### src/rtl/flash_prefetch_buf.sv
// Single-line read prefetch buffer between the CPU Wishbone bus and the flash controller.
// Hits answer in one cycle; misses burst-fill the whole line over the master port first.
module flash_prefetch_buf #(
  parameter int LINE_WORDS = 4,
  parameter int ADDR_W     = 24
) (
  input  logic        wb_clk_i,
  input  logic        wb_rst_i,
  input  logic        wbs_cyc_i,
  input  logic        wbs_stb_i,
  input  logic        wbs_we_i,
  input  logic [31:0] wbs_adr_i,
  input  logic [3:0]  wbs_sel_i,
  input  logic [31:0] wbs_dat_i,
  output logic [31:0] wbs_dat_o,
  output logic        wbs_ack_o,
  output logic        wbs_err_o,
  output logic        wbm_cyc_o,
  output logic        wbm_stb_o,
  output logic        wbm_we_o,
  output logic [3:0]  wbm_sel_o,
  output logic [31:0] wbm_adr_o,
  input  logic [31:0] wbm_dat_i,
  input  logic        wbm_ack_i,
  input  logic        wbm_err_i,
  input  logic        inval_i
);
  localparam int IW = $clog2(LINE_WORDS);
  localparam int TW = ADDR_W - IW - 2;

  typedef enum logic [1:0] {S_IDLE, S_FILL, S_RESP, S_ERR} state_t;

  state_t        r_state;
  logic          r_valid;
  logic          r_inv_pend;
  logic          r_ack;
  logic          r_err;
  logic [TW-1:0] r_tag;
  logic [IW-1:0] r_idx;
  logic [IW-1:0] r_cnt;
  logic [31:0]   r_dat;
  logic [31:0]   r_buf [LINE_WORDS];

  logic          w_req;
  logic [TW-1:0] w_tag;
  logic [IW-1:0] w_idx;
  logic          w_hit;
  logic          w_last;
  logic          w_unused_in;

  assign w_req  = wbs_cyc_i & wbs_stb_i;
  assign w_tag  = wbs_adr_i[ADDR_W-1:IW+2];
  assign w_idx  = wbs_adr_i[IW+1:2];
  // An invalidate arriving with the request wins over the hit.
  assign w_hit  = r_valid & ~inval_i & (w_tag == r_tag);
  assign w_last = (r_cnt == IW'(LINE_WORDS - 1));
  assign w_unused_in = ^{wbs_sel_i, wbs_dat_i, wbs_adr_i[31:ADDR_W], wbs_adr_i[1:0]};

  assign wbs_dat_o = r_dat;
  assign wbs_ack_o = r_ack;
  assign wbs_err_o = r_err;
  assign wbm_cyc_o = (r_state == S_FILL);
  assign wbm_stb_o = (r_state == S_FILL);
  assign wbm_we_o  = 1'b0;
  assign wbm_sel_o = 4'hF;
  assign wbm_adr_o = (r_state == S_FILL) ? {{(32-ADDR_W){1'b0}}, r_tag, r_cnt, 2'b00} : 32'h0;

  always_ff @(posedge wb_clk_i) begin
    if (r_state == S_FILL && wbm_ack_i && !wbm_err_i)
      r_buf[r_cnt] <= wbm_dat_i;
  end

  always_ff @(posedge wb_clk_i) begin
    if (!wb_rst_i) begin
      r_state    <= S_IDLE;
      r_valid    <= 1'b0;
      r_inv_pend <= 1'b0;
      r_cnt      <= '0;
      r_ack      <= 1'b0;
      r_err      <= 1'b0;
      r_dat      <= 32'h0;
    end else begin
      r_ack <= 1'b0;
      r_err <= 1'b0;
      case (r_state)
        S_IDLE: begin
          if (inval_i)
            r_valid <= 1'b0;
          if (w_req) begin
            if (wbs_we_i) begin
              r_state <= S_ERR;
              r_err   <= 1'b1;
            end else if (w_hit) begin
              r_state <= S_RESP;
              r_ack   <= 1'b1;
              r_dat   <= r_buf[w_idx];
            end else begin
              r_state    <= S_FILL;
              r_cnt      <= '0;
              r_valid    <= 1'b0;
              r_tag      <= w_tag;
              r_idx      <= w_idx;
              r_inv_pend <= 1'b0;
            end
          end
        end
        S_FILL: begin
          // Invalidates seen mid-fill are remembered and applied when the line completes.
          if (inval_i)
            r_inv_pend <= 1'b1;
          if (wbm_err_i) begin
            r_state <= S_ERR;
            r_err   <= 1'b1;
            r_valid <= 1'b0;
            r_cnt   <= '0;
          end else if (wbm_ack_i) begin
            if (r_cnt == r_idx)
              r_dat <= wbm_dat_i;
            if (w_last) begin
              r_valid <= ~(r_inv_pend | inval_i);
              r_state <= S_RESP;
              r_ack   <= 1'b1;
              r_cnt   <= '0;
            end else begin
              r_cnt <= r_cnt + 1'b1;
            end
          end
        end
        default: begin
          if (inval_i)
            r_valid <= 1'b0;
          r_state <= S_IDLE;
        end
      endcase
    end
  end
endmodule

### config.mk
export PLATFORM = sky130hd
export DESIGN_NAME = flash_prefetch_buf
export DESIGN_NICKNAME = d
export VERILOG_FILES = /design/src/rtl/flash_prefetch_buf.sv
export SDC_FILE = /design/constraint.sdc
export NUM_CORES = 1
export LEC_CHECK = 0
export ABC_CLOCK_PERIOD_IN_PS = 2290
export BUFFER_PORTS_ARGS = -buffer_cell sky130_fd_sc_hd__clkbuf_2
export CELL_PAD_IN_SITES_DETAIL_PLACEMENT = 2
export CELL_PAD_IN_SITES_GLOBAL_PLACEMENT = 2
export CORE_MARGIN = 5
export CORE_UTILIZATION = 35
export CTS_CLUSTER_DIAMETER = 60
export CTS_CLUSTER_SIZE = 28
export DETAILED_ROUTE_END_ITERATION = 8
export GPL_TIMING_DRIVEN = 0
export PLACE_DENSITY = 0.76
export REMOVE_ABC_BUFFERS = 1
export SLEW_MARGIN = 20
export SYNTH_ARGS = -nofsm -noshare
export SYNTH_HDL_FRONTEND = slang
export SYNTH_SLANG_ARGS = --single-unit
### constraint.sdc
create_clock -name wb_clk_i -period 2.29 [get_ports wb_clk_i]
set_clock_uncertainty 0.2 [all_clocks]
set_input_delay 0.458 -clock wb_clk_i [delete_from_list [all_inputs] [get_ports wb_clk_i]]
set_output_delay 0.458 -clock wb_clk_i [all_outputs]
set_load 0.005 [all_outputs]
==> results of run 1 <==
==> routing by layer <==
metal | part of all wire | vias to the layer above | routed length [µm]
met5 | 0 | - | 0
met4 | 0.018 | 0 | 409
met3 | 0.032 | 22 | 743
met2 | 0.54 | 116 | 12600
met1 | 0.41 | 2584 | 9560
li1 | - | 2186 | -
==> cell families after synthesis <==
| family | Yosys count | synth area share |
|---|---|---|
| AOI/OAI and AO/OA | 84 | 0.0959 |
| xor gates and xnor gates | 22 | 0.0256 |
| adders and majority gates | 4 | 0.00618 |
| buffers and inverters | 52 | 0.0378 |
| DFF | 190 | 0.655 |
| muxes | 64 | 0.129 |
| other | 2 | 0.000927 |
| and+or+nand+nor | 65 | 0.0500 |
==> area by class of cell <==
class | instances | area (µm²)
fill | 2170 | 12600
sequential | 190 | 5310
multi-input combinational | 256 | 2640
timing repair buffer | 159 | 1170
clock buffer | 17 | 425
tap | 285 | 357
clock inverter | 15 | 194
inverter | 6 | 26.3
timing repair inverter | 3 | 22.5
antenna | 1 | 2.50
==> critical path: cells and delay by family (launching register included) <==
kind / cells / cell delay, ns
simple gates: 2 / 0.45
compound gates: 3 / 0.61
flops: 1 / 0.37
buf+inv: 3 / 0.53
==> where the power goes <==
part | total (mW) | switching, mW | internal [mW]
clock | 3.01 | 1.52 | 1.49
sequential | 3.78 | 0.0267 | 3.75
combinational | 0.646 | 0.348 | 0.298
==> stage by stage <==
step           instance area, µm²  worst slack [ns]  setup TNS [ns]  hold WS, ns
6_report                    10100            0.0414               0       0.0224
2_1_floorplan                7870            -0.880          -56.65        0.251
4_1_cts                     10000            0.0114               0     0.000267
5_1_grt                     10100           -0.0326          -0.463      0.00727
3_5_place_dp                 9100            -0.990          -54.25        0.261
3_3_place_gp                 8820             -2.47         -280.81        0.251
==> registers in the layout, indices dropped and copies added (netlist names) <==
| signal | flops |
|---|---|
| r_buf | 128 |
| wbs_dat_o | 32 |
| r_tag | 20 |
| r_cnt | 2 |
| r_idx | 2 |
| r_state | 2 |
| r_inv_pend | 1 |
| r_valid | 1 |
| wbs_ack_o | 1 |
| wbs_err_o | 1 |
==> worst paths after layout <==
path	depth (start not counted)	startpoint	slack, ns	end
worst min-delay path	1	wbs_adr_i[14]	0.02	r_tag[10]
worst max register to register	8	r_state[1]	0.04	wbs_dat_o[17]
worst max-delay path	8	r_state[1]	0.04	wbs_dat_o[17]
worst min register to register	2	wbs_dat_o[31]	0.28	wbs_dat_o[31]
==> cell usage in the layout (no fill, tap or decap), types with 7 or more instances in the layout <==
master,count
mux4_2,32
and2_4,15
a211oi_2,30
clkbuf_16,17
clkinv_8,8
and2_1,7
conb_1,15
a21oi_1,10
clkbuf_2,118
a211oi_1,32
buf_12,8
nand2_1,7
dfxtp_1,37
edfxtp_1,150
mux2i_1,32
xnor2_1,17
nor2_1,11
buf_4,15
==> repair_timing <==
| action | in CTS | in global routing |
|---|---|---|
| cloned | 5 | 1 |
| setup buffers | 16 | 4 |
| endpoints found under the setup margin | 113 | 67 |
| hold buffers | 5 | 0 |
| gates resized for setup | 11 | 22 |
| pin swaps | 4 | 18 |
| endpoints found under the hold margin | 5 | 0 |
==> impl_results.md, run 1 <==
* Initial drt markers at 311
* Met3 Usage GRT at 0.0304
* Total power draw at 7.43 mW
* Worst-path clk slew at 0.07 ns
* DP Cell Count at 868
* Sequential share of the synthesized area at 0.655
* Asr flop ratio synth at 0
* Crit-path max FO at 10
* Critical Path Source Type: flop
* Synth Flop Type: edfxtp_1
* Critical Path End Type: flop
* Final Util at 0.447
* Final min period at 2.25 ns
* GR peak layer: met2
* Max_cap viols at 0
* Final net count at 745
* Yosys warnings at 0
* Syn Inst Count at 483
* Post-synthesis area per instance at 16.8 µm²
* Largest net degree at the start of global routing at 34
* CTS tree: done
* Clock sink count at 190
* Count of different cell masters after synthesis at 44
* Worst vdd ir at 0.612 mV
* Share of cells above drive strength 1 at 0.446
* Routed Antenna Nets at 0
* Non-filler instance count after layout at 932
* Highest clock rate at 445 MHz
* Syn Std Cell Area at 8100 µm²
* Post-synth top area cell: edfxtp_1
* Core Box Area at 22700 µm²
* IO Count at 181
* Synth top cells by count: edfxtp_1 (150), dfxtp_1 (40), a211oi_1 (32), mux2i_1 (32), mux4_2 (32)
* Final period utilization at 0.982
* Slowest cell on the critical path: dfxtp_4
* First-pass GRT wire length at 35500 µm
* Critical Path, Cell by Cell: and4bb_4, nand3_4, a2111oi_4, buf_4, buf_6, buf_8, a211oi_1, a211oi_2
* Iteration count of the initial detailed-routing pass at 4
* Hpwl dp at 14400 µm
* Setup CP Type: reg2reg
* H-tree Lvls at 4
* Status: complete, no violations
* Row cnt at 55
* Initial antenna violation count at 1
* Number of synthesized flops with an enable pin at 150
* Met1 Use GR at 0.220
* Slew Limit Fails at 0
* Die height at 162 µm
* Top-count cell post-synth: edfxtp_1
* Die area at 26300 µm²
* Final number of setup-violating endpoints at 0
* Endpoints failing hold at 0
* IO buf count at 119
* Starting Density at 0.357
* Area contributors post-synth: edfxtp_1 (56%), dfxtp_1 (9.9%), mux4_2 (8.9%)
* WP data arrival at 2.40 ns
* Total grt overflow at 0
* Required @ worst endpoint at 2.45 ns
* Vias/cell at 5.27
* Avg WL per Cell at 25.0 µm
* Worst-case clock buffer depth at 2
* #FFs+latches synth at 190
* Total GRT Usage at 0.181
* Area Overhead vs Synth at 25.2%
* Final WL at 23300 µm
* Num CTS Buffers at 17
* GPL Wtd Cong at 0.747
* CP max stage delay at 0.37 ns
* Worst-Margin Slew at 1.05 ns
* Die Wd at 162 µm
* Vias at 4908
* Worst skew pair latency at 0.44 ns
* Vias in the first global route at 5605
* Power per cell area at 733 nW/µm²
* Drt drc at 0
* Leakage at 3.71 nW
* Root Buffer: clkbuf_16
* Max_slew headroom at 0.299
* Hold WC Path Type: in2reg
* Share of the synthesized area in the top cell type at 0.556
* Met2 usage at 0.327
(Power assumes the default switching activity.)
==> run 2: changes to the inputs <==
--- a/config.mk
+++ b/config.mk
@@ -6,16 +6,16 @@
 export NUM_CORES = 1
 export LEC_CHECK = 0
 export ABC_CLOCK_PERIOD_IN_PS = 2290
-export BUFFER_PORTS_ARGS = -buffer_cell sky130_fd_sc_hd__clkbuf_2
 export CELL_PAD_IN_SITES_DETAIL_PLACEMENT = 2
 export CELL_PAD_IN_SITES_GLOBAL_PLACEMENT = 2
 export CORE_MARGIN = 5
-export CORE_UTILIZATION = 35
+export CORE_UTILIZATION = 40
 export CTS_CLUSTER_DIAMETER = 60
 export CTS_CLUSTER_SIZE = 28
 export DETAILED_ROUTE_END_ITERATION = 8
+export DONT_BUFFER_PORTS = 1
 export GPL_TIMING_DRIVEN = 0
-export PLACE_DENSITY = 0.76
+export PLACE_DENSITY = 0.74
 export REMOVE_ABC_BUFFERS = 1
 export SLEW_MARGIN = 20
 export SYNTH_ARGS = -nofsm -noshare
==> run 2 against run 1 <==
Against the previous run:
- sequential share of layout area is 1.5 points higher
- count of clock-buffer cells in the layout stayed put
- clock power is 6.6% lower
- critical path depth is 1 lower
- register-to-register slack hardly changed
- flip-flop and latch count stayed put
- sequential power hardly changed
- non-clock buffer count is 70 lower
- worst setup slack better by 0.014 ns
- first-iteration DRC count is 25% lower
- final area is 2.8% lower
- global-route usage is 1.3 points higher
- largest power group unchanged
==> impl_results.md, run 2 (synthesized netlist as in run 1, its figures left out) <==
* Clock share of power at 0.394 (-0.011)
* Drt drc at 0 (unchanged)
* Final WL at 22300 µm (-4.4%)
* Hold path depth at 2 (+1)
* Setup CP Type: reg2reg
* Reg with most FFs: r_buf
* Leakage at 3.32 nW (-11%)
* Required @ worst endpoint at 2.44 ns (about the same)
* Total grt overflow at 0 (unchanged)
* Row cnt at 52 (-5.5%)
* Worst skew pair latency at 0.43 ns (about the same)
* Num CTS Buffers at 17 (unchanged)
* Final net count at 674 (-9.5%)
* Reg2Reg Depth at 7 (-1)
* DP Cell Count at 733 (-16%)
* Vias at 4638 (-5.5%)
* Die area at 23200 µm² (-12%)
* Area Overhead vs Synth at 21.7%
* Internal at 5.46 mW (-1.5%)
* Gate power share at 0.076 (-0.011)
* Die height at 152 µm (-6.1%)
* Crit-path max FO at 11 (+1)
* Critical Path End Type: flop
* Final Instance Area at 9860 µm² (-2.8%)
* First-pass GRT wire length at 33900 µm (-4.4%)
* Final Util at 0.491 (+0.0438)
* Core Box Area at 20100 µm² (-11%)
* IO buf count at 0 (-100%)
* CP max stage delay at 0.44 ns (+0.07 ns)
* Final number of setup-violating endpoints at 0 (unchanged)
* Initial drt markers at 232 (-25%)
* Final period utilization at 0.976 (-0.00609)
* H-tree Lvls at 4 (unchanged)
* Worst-case clock buffer depth at 2 (unchanged)
* GPL Wtd Cong at 0.769 (+2.9%)
* Slowest cell on the critical path: edfxtp_1
* Routed Antenna Nets at 0 (unchanged)
* Max_cap viols at 0 (unchanged)
* Initial antenna violation count at 0 (-1)
* Filler cells at 1818 (-16%)
* Iteration count of the initial detailed-routing pass at 4 (unchanged)
* Hold WC Path Type: in2reg
* Share of cells above drive strength 1 at 0.266 (-0.180)
* Non-filler instance count after layout at 845 (-9.3%)
* Avg WL per Cell at 26.4 µm (+5.5%)
* Flop pwr share at 0.530 (+0.022)
* Worst vdd ir at 0.491 mV (-20%)
* Slew Limit Fails at 0 (unchanged)
* Most frequent cells in the layout: edfxtp_1 (150), dlygate4sd3_1 (57), dfxtp_1 (38)
* Worst-path clk slew at 0.07 ns (about the same)
* Hpwl dp at 12800 µm (-11%)
* Root Buffer: clkbuf_16
* Switch Pwr at 1.68 mW (-11%)
* Status: complete, no violations
* Power per cell area at 724 nW/µm² (-1.2%)
* Die Wd at 152 µm (-6.1%)
* Total GRT Usage at 0.194 (+0.0133)
* Highest clock rate at 447 MHz (+0.62%)
* Final min period at 2.23 ns (-0.0140 ns)
* Unrepaired setup endpoints after global routing: true
* Critical Path Source Type: flop
* Endpoints failing hold at 0 (unchanged)
* Critical Path, Cell by Cell: xnor2_2, nand4_1, nor4_4, buf_4, a21o_4, buf_12, mux2i_1
* Number of diodes at 0 (-1)
* Number of flip-flops under the largest register name at 128 (unchanged)
* IO Count at 181 (unchanged)
* Largest net degree at the start of global routing at 34 (unchanged)
* Clock sink count at 190 (unchanged)
* Vias/cell at 5.49 (+4.2%)
* Placed cell area at 8430 µm² (-7.3%)
* CTS tree: done
* Starting Density at 0.403 (+0.0462)
* Switching share of power at 0.235 (-0.0194)
* Commonest non-fill, non-tap cell in the layout: edfxtp_1
* Vias in the first global route at 5252 (-6.3%)
* WP data arrival at 2.39 ns (about the same)
run 2: cell count changes in the layout (fill, tap and decap cells not counted), sizes merged:
cell         before  now
and2             25   24
clkbuf          136   17
clkinvlp          4    5
diode             1    0
clkinv           10    7
dlygate4sd3       5   57
buf              34   32
inv              10   12
bufbuf            1    0
run 2: cell type report:
type                    count  area, µm²  area share
flip-flops and latches    190       5310       0.538
multi-input cells         255       2590       0.263
inverters                   6       26.3     0.00266
clock buffers              17        425      0.0431
repair buffers             89       1010       0.103
well taps                 270        338      0.0343
repair inverters            3       22.5     0.00228
clock inverters            15        130      0.0132
run 2: routing by layer:
metal | wire, µm | vias up | part of all wire | track usage
met5 | 0 | - | 0 | 0
met4 | 269 | 0 | 0.012 | 0.0497
met3 | 954 | 17 | 0.043 | 0.0452
met2 | 12200 | 123 | 0.55 | 0.348
met1 | 8860 | 2461 | 0.40 | 0.236
li1 | - | 2037 | - | -
run 2: final timing paths:
kind | startpoint | end | slack (ns)
max | r_tag[15] | wbs_dat_o[31] | 0.06
min | inval_i | r_valid | 0.05
max reg2reg | r_tag[15] | wbs_dat_o[31] | 0.06
min reg2reg | wbs_dat_o[31] | wbs_dat_o[31] | 0.35
run 2: timing repair:
action,4_1_cts,5_1_grt
pin swaps,2,6
buffers inserted,10,9
resized for setup,9,9
setup endpoints to repair,85,61
cloned,3,1
hold buffers,57,0
endpoints found under the hold margin,157,0
run 2: critical path, delay by kind of cell (launching register included):
family	cells	cell delay, ns
AND/OR/NAND/NOR	2	0.54
XOR/XNOR	1	0.18
flip-flops	1	0.44
buffers and inverters	2	0.42
multiplexers	1	0.20
AO/OA/AOI/OAI	1	0.18
run 2: power by group through the flow:
stage	Combinational (mW)	Sequential [mW]	Clock (mW)
after floorplan	0.291	3.85	0
after global placement	0.358	3.86	0
after detailed placement	0.375	3.86	0
after CTS	0.522	3.79	2.88
after global routing	0.580	3.79	3.07
final	0.541	3.79	2.81
run 2: per-stage QoR:
step                TNS [ns]  worst slack (ns)  power [mW]  hold WS, ns
global placement     -262.00             -2.42        4.22        0.297
finish                     0            0.0553        7.14       0.0518
detailed placement    -48.76            -0.955        4.24        0.339
floorplan             -56.65            -0.880        4.14        0.251
CTS                        0            0.0183        7.19       0.0277
global route         -0.0550           -0.0210        7.44       0.0343
==> run 3: changes to the inputs <==
--- a/config.mk
+++ b/config.mk
@@ -5,9 +5,10 @@
 export SDC_FILE = /design/constraint.sdc
 export NUM_CORES = 1
 export LEC_CHECK = 0
-export ABC_CLOCK_PERIOD_IN_PS = 2290
+export ABC_CLOCK_PERIOD_IN_PS = 1900
 export CELL_PAD_IN_SITES_DETAIL_PLACEMENT = 2
 export CELL_PAD_IN_SITES_GLOBAL_PLACEMENT = 2
+export CORE_ASPECT_RATIO = 0.9
 export CORE_MARGIN = 5
 export CORE_UTILIZATION = 40
 export CTS_CLUSTER_DIAMETER = 60
==> constraint.sdc (replaced) <==
create_clock -name wb_clk_i -period 1.9 [get_ports wb_clk_i]
set_clock_uncertainty 0.2 [all_clocks]
set_input_delay 0.38 -clock wb_clk_i [delete_from_list [all_inputs] [get_ports wb_clk_i]]
set_output_delay 0.38 -clock wb_clk_i [all_outputs]
set_load 0.005 [all_outputs]
==> run 3 against run 2 <==
Against the previous run:
- the flow now finishes with violations (setup timing)
- via count grew 5.0%
- final area increased by 5.1%
- total power rose by 23%
- sequential power rose by 20%
- first-iteration DRC count rose by 18%
- combinational power rose by 41%
- largest cell class unchanged
==> impl_results.md, run 3 (synthesized netlist as in run 1, its figures left out) <==
* Status: finished with violations
* Violated checks: setup timing
* Critical R2R Capture: wbs_dat_o[4]
* Reg with most FFs: r_buf
* Max_slew headroom at 0.521
* First-pass GRT wire length at 36100 µm (+6.5%)
* WP data arrival at 2.37 ns (-0.02 ns)
* CP max stage delay at 0.44 ns (about the same)
* Hold path start: wbm_dat_i[5]
* Crit path buffers/inverters at 3 (+1)
* Hold path depth at 2 (unchanged)
* Largest net degree at the start of global routing at 34 (unchanged)
* Cell family with most CP delay: simple AND/OR/NAND/NOR gates
* Worst-Margin Slew at 0.718 ns
* Avg WL per Cell at 28.2 µm (+7.0%)
* Share of cells above drive strength 1 at 0.345 (+0.0789)
* Commonest non-fill, non-tap cell in the layout: edfxtp_1
* Total GRT Usage at 0.208 (+0.0141)
* Final Util at 0.520 (+0.0295)
* H-tree Lvls at 4 (unchanged)
* Final min period at 2.29 ns (+0.0546 ns)
* Die area at 23200 µm² (about the same)
* Num CTS Buffers at 17 (unchanged)
* Drt drc at 0 (unchanged)
* Vias at 4872 (+5.0%)
* Starting Density at 0.407 (+0.00362)
* Min-Delay Endpoint: wbs_dat_o[5]
* Register area at 5310 µm² (about the same)
* Endpoints failing hold at 0 (unchanged)
* Routed Antenna Nets at 0 (unchanged)
* Worst-path clk slew at 0.08 ns (about the same)
* Area Overhead vs Synth at 27.9%
* Vias/cell at 5.68 (+3.5%)
* Unrepaired setup endpoints after global routing: true
* Iteration count of the initial detailed-routing pass at 4 (unchanged)
* Final period utilization at 1.20 (+0.229)
* Max_cap viols at 0 (unchanged)
* Slowest cell on the critical path: edfxtp_1
* IO Count at 181 (unchanged)
* Initial drt markers at 273 (+18%)
* Power per cell area at 849 nW/µm² (+17%)
* Most frequent cells in the layout: edfxtp_1 (150), dlygate4sd3_1 (61), dfxtp_1 (37)
* Slew Limit Fails at 0 (unchanged)
* Total power draw at 8.80 mW (+23%)
* Reg-to-reg startpoint: r_tag[15]
* Number of diodes at 0 (unchanged)
* Die height at 145 µm (-4.8%)
* Clock sink count at 190 (unchanged)
* Die Wd at 160 µm (+5.1%)
* IO buf count at 0 (unchanged)
* Worst-case clock buffer depth at 2 (unchanged)
* Final net count at 702 (+4.2%)
* Setup CP Type: reg2reg
* Filler cells at 1708 (-6.1%)
* Core Box Area at 19900 µm² (-0.89%)
* Crit-path max FO at 8 (-3)
* Total grt overflow at 0 (unchanged)
* Setup TNS at -23.70 ns (-23.70 ns)
* Leakage at 3.56 nW (+7.4%)
* Reg2Reg Depth at 8 (+1)
* CTS tree: done
* Required @ worst endpoint at 1.98 ns (-0.46 ns)
* Highest clock rate at 437 MHz (-2.4%)
* Root Buffer: clkbuf_16
* Final number of setup-violating endpoints at 83 (+83)
* Multi-input logic area at 2750 µm² (+6.1%)
* Reg2Reg Setup Slack at -0.39 ns (-0.44 ns)
* PnR worst setup slack at -0.389 ns (-0.445 ns)
* Worst vdd ir at 0.602 mV (+23%)
* GPL Wtd Cong at 0.719 (-6.5%)
* Non-filler instance count after layout at 858 (+1.5%)
* Number of flip-flops under the largest register name at 128 (unchanged)
* Critical Path End Type: flop
* Most used cell, CP: buf_12
* Final WL at 24200 µm (+8.6%)
* DP Cell Count at 718 (-2.0%)
* Critical Path, Cell by Cell: xnor2_1, nand4_1, nor4_4, buf_6, buf_12, a21o_4, buf_12, a211oi_2
* Row cnt at 49 (-5.8%)
* Critical Path Source Type: flop
* Initial antenna violation count at 0 (unchanged)
* Hpwl dp at 13300 µm (+3.9%)
* Hold WC Path Type: in2reg
* Worst skew pair latency at 0.43 ns (about the same)
* Vias in the first global route at 5471 (+4.2%)
==> run 3: through the flow <==
| step | hold WS (ns) | setup WS [ns] | instance area (µm²) |
|---|---|---|---|
| final | 0.0205 | -0.389 | 10400 |
| after global routing | 0.0107 | -0.516 | 10400 |
| after CTS | 0.000332 | -0.354 | 10200 |
| after detailed placement | 0.279 | -1.29 | 8400 |
| after global placement | 0.279 | -2.72 | 8180 |
| after floorplan | 0.251 | -1.19 | 7870 |
==> run 3: worst register-to-register path, cell delays in order, from the launching register on <==
cell and delay, ns:
edfxtp_1 0.44, xnor2_1 0.23, nand4_1 0.18, nor4_4 0.37
buf_6 0.21, buf_12 0.12, a21o_4 0.16, buf_12 0.16
a211oi_2 0.08
==> run 3: metal layers <==
metal  up-vias  share of wire  GRT usage
met4         0          0.022     0.0675
met1      2600           0.41      0.263
met3        37          0.038     0.0369
met2       137           0.53      0.364
li1       2098              -          -
met5         -              0          0
==> run 3: how the worst max path moves through the flow <==
stage / start / endpoint / slack [ns] / cells after the start
after floorplan: r_state[1] / wbm_adr_o[10] / -1.19 / 3
after global placement: r_state[1] / wbm_adr_o[19] / -2.72 / 3
after detailed placement: r_tag[3] / r_tag[5] / -1.29 / 6
after CTS: r_tag[16] / wbs_dat_o[4] / -0.35 / 9
after global routing: r_tag[8] / wbs_dat_o[10] / -0.52 / 8
final: r_tag[15] / wbs_dat_o[4] / -0.39 / 8
==> run 3: report_power, final <==
part / switching, mW / total, mW / internal [mW]
clock network: 1.73 / 3.48 / 1.74
logic: 0.369 / 0.761 / 0.392
registers: 0.0331 / 4.56 / 4.52
==> run 3: what timing repair did <==
| action | in CTS | in global routing |
|---|---|---|
| gates cloned | 11 | 0 |
| setup endpoints to repair | 213 | 83 |
| pin swaps | 30 | 32 |
| hold buffers | 61 | 0 |
| hold endpoints to repair | 159 | 0 |
| setup buffers | 35 | 5 |
| resized for setup | 47 | 32 |
==> run 3: final cells by class <==
| class | instances | area share |
|---|---|---|
| Timing Repair Buffer | 113 | 0.129 |
| Multi-Input combinational cell | 258 | 0.266 |
| Inverter | 6 | 0.00302 |
| Clock buffer | 17 | 0.0411 |
| Sequential cell | 190 | 0.513 |
| Tap cell | 255 | 0.0308 |
| Timing Repair inverter | 4 | 0.00290 |
| Clock inverter | 15 | 0.0144 |
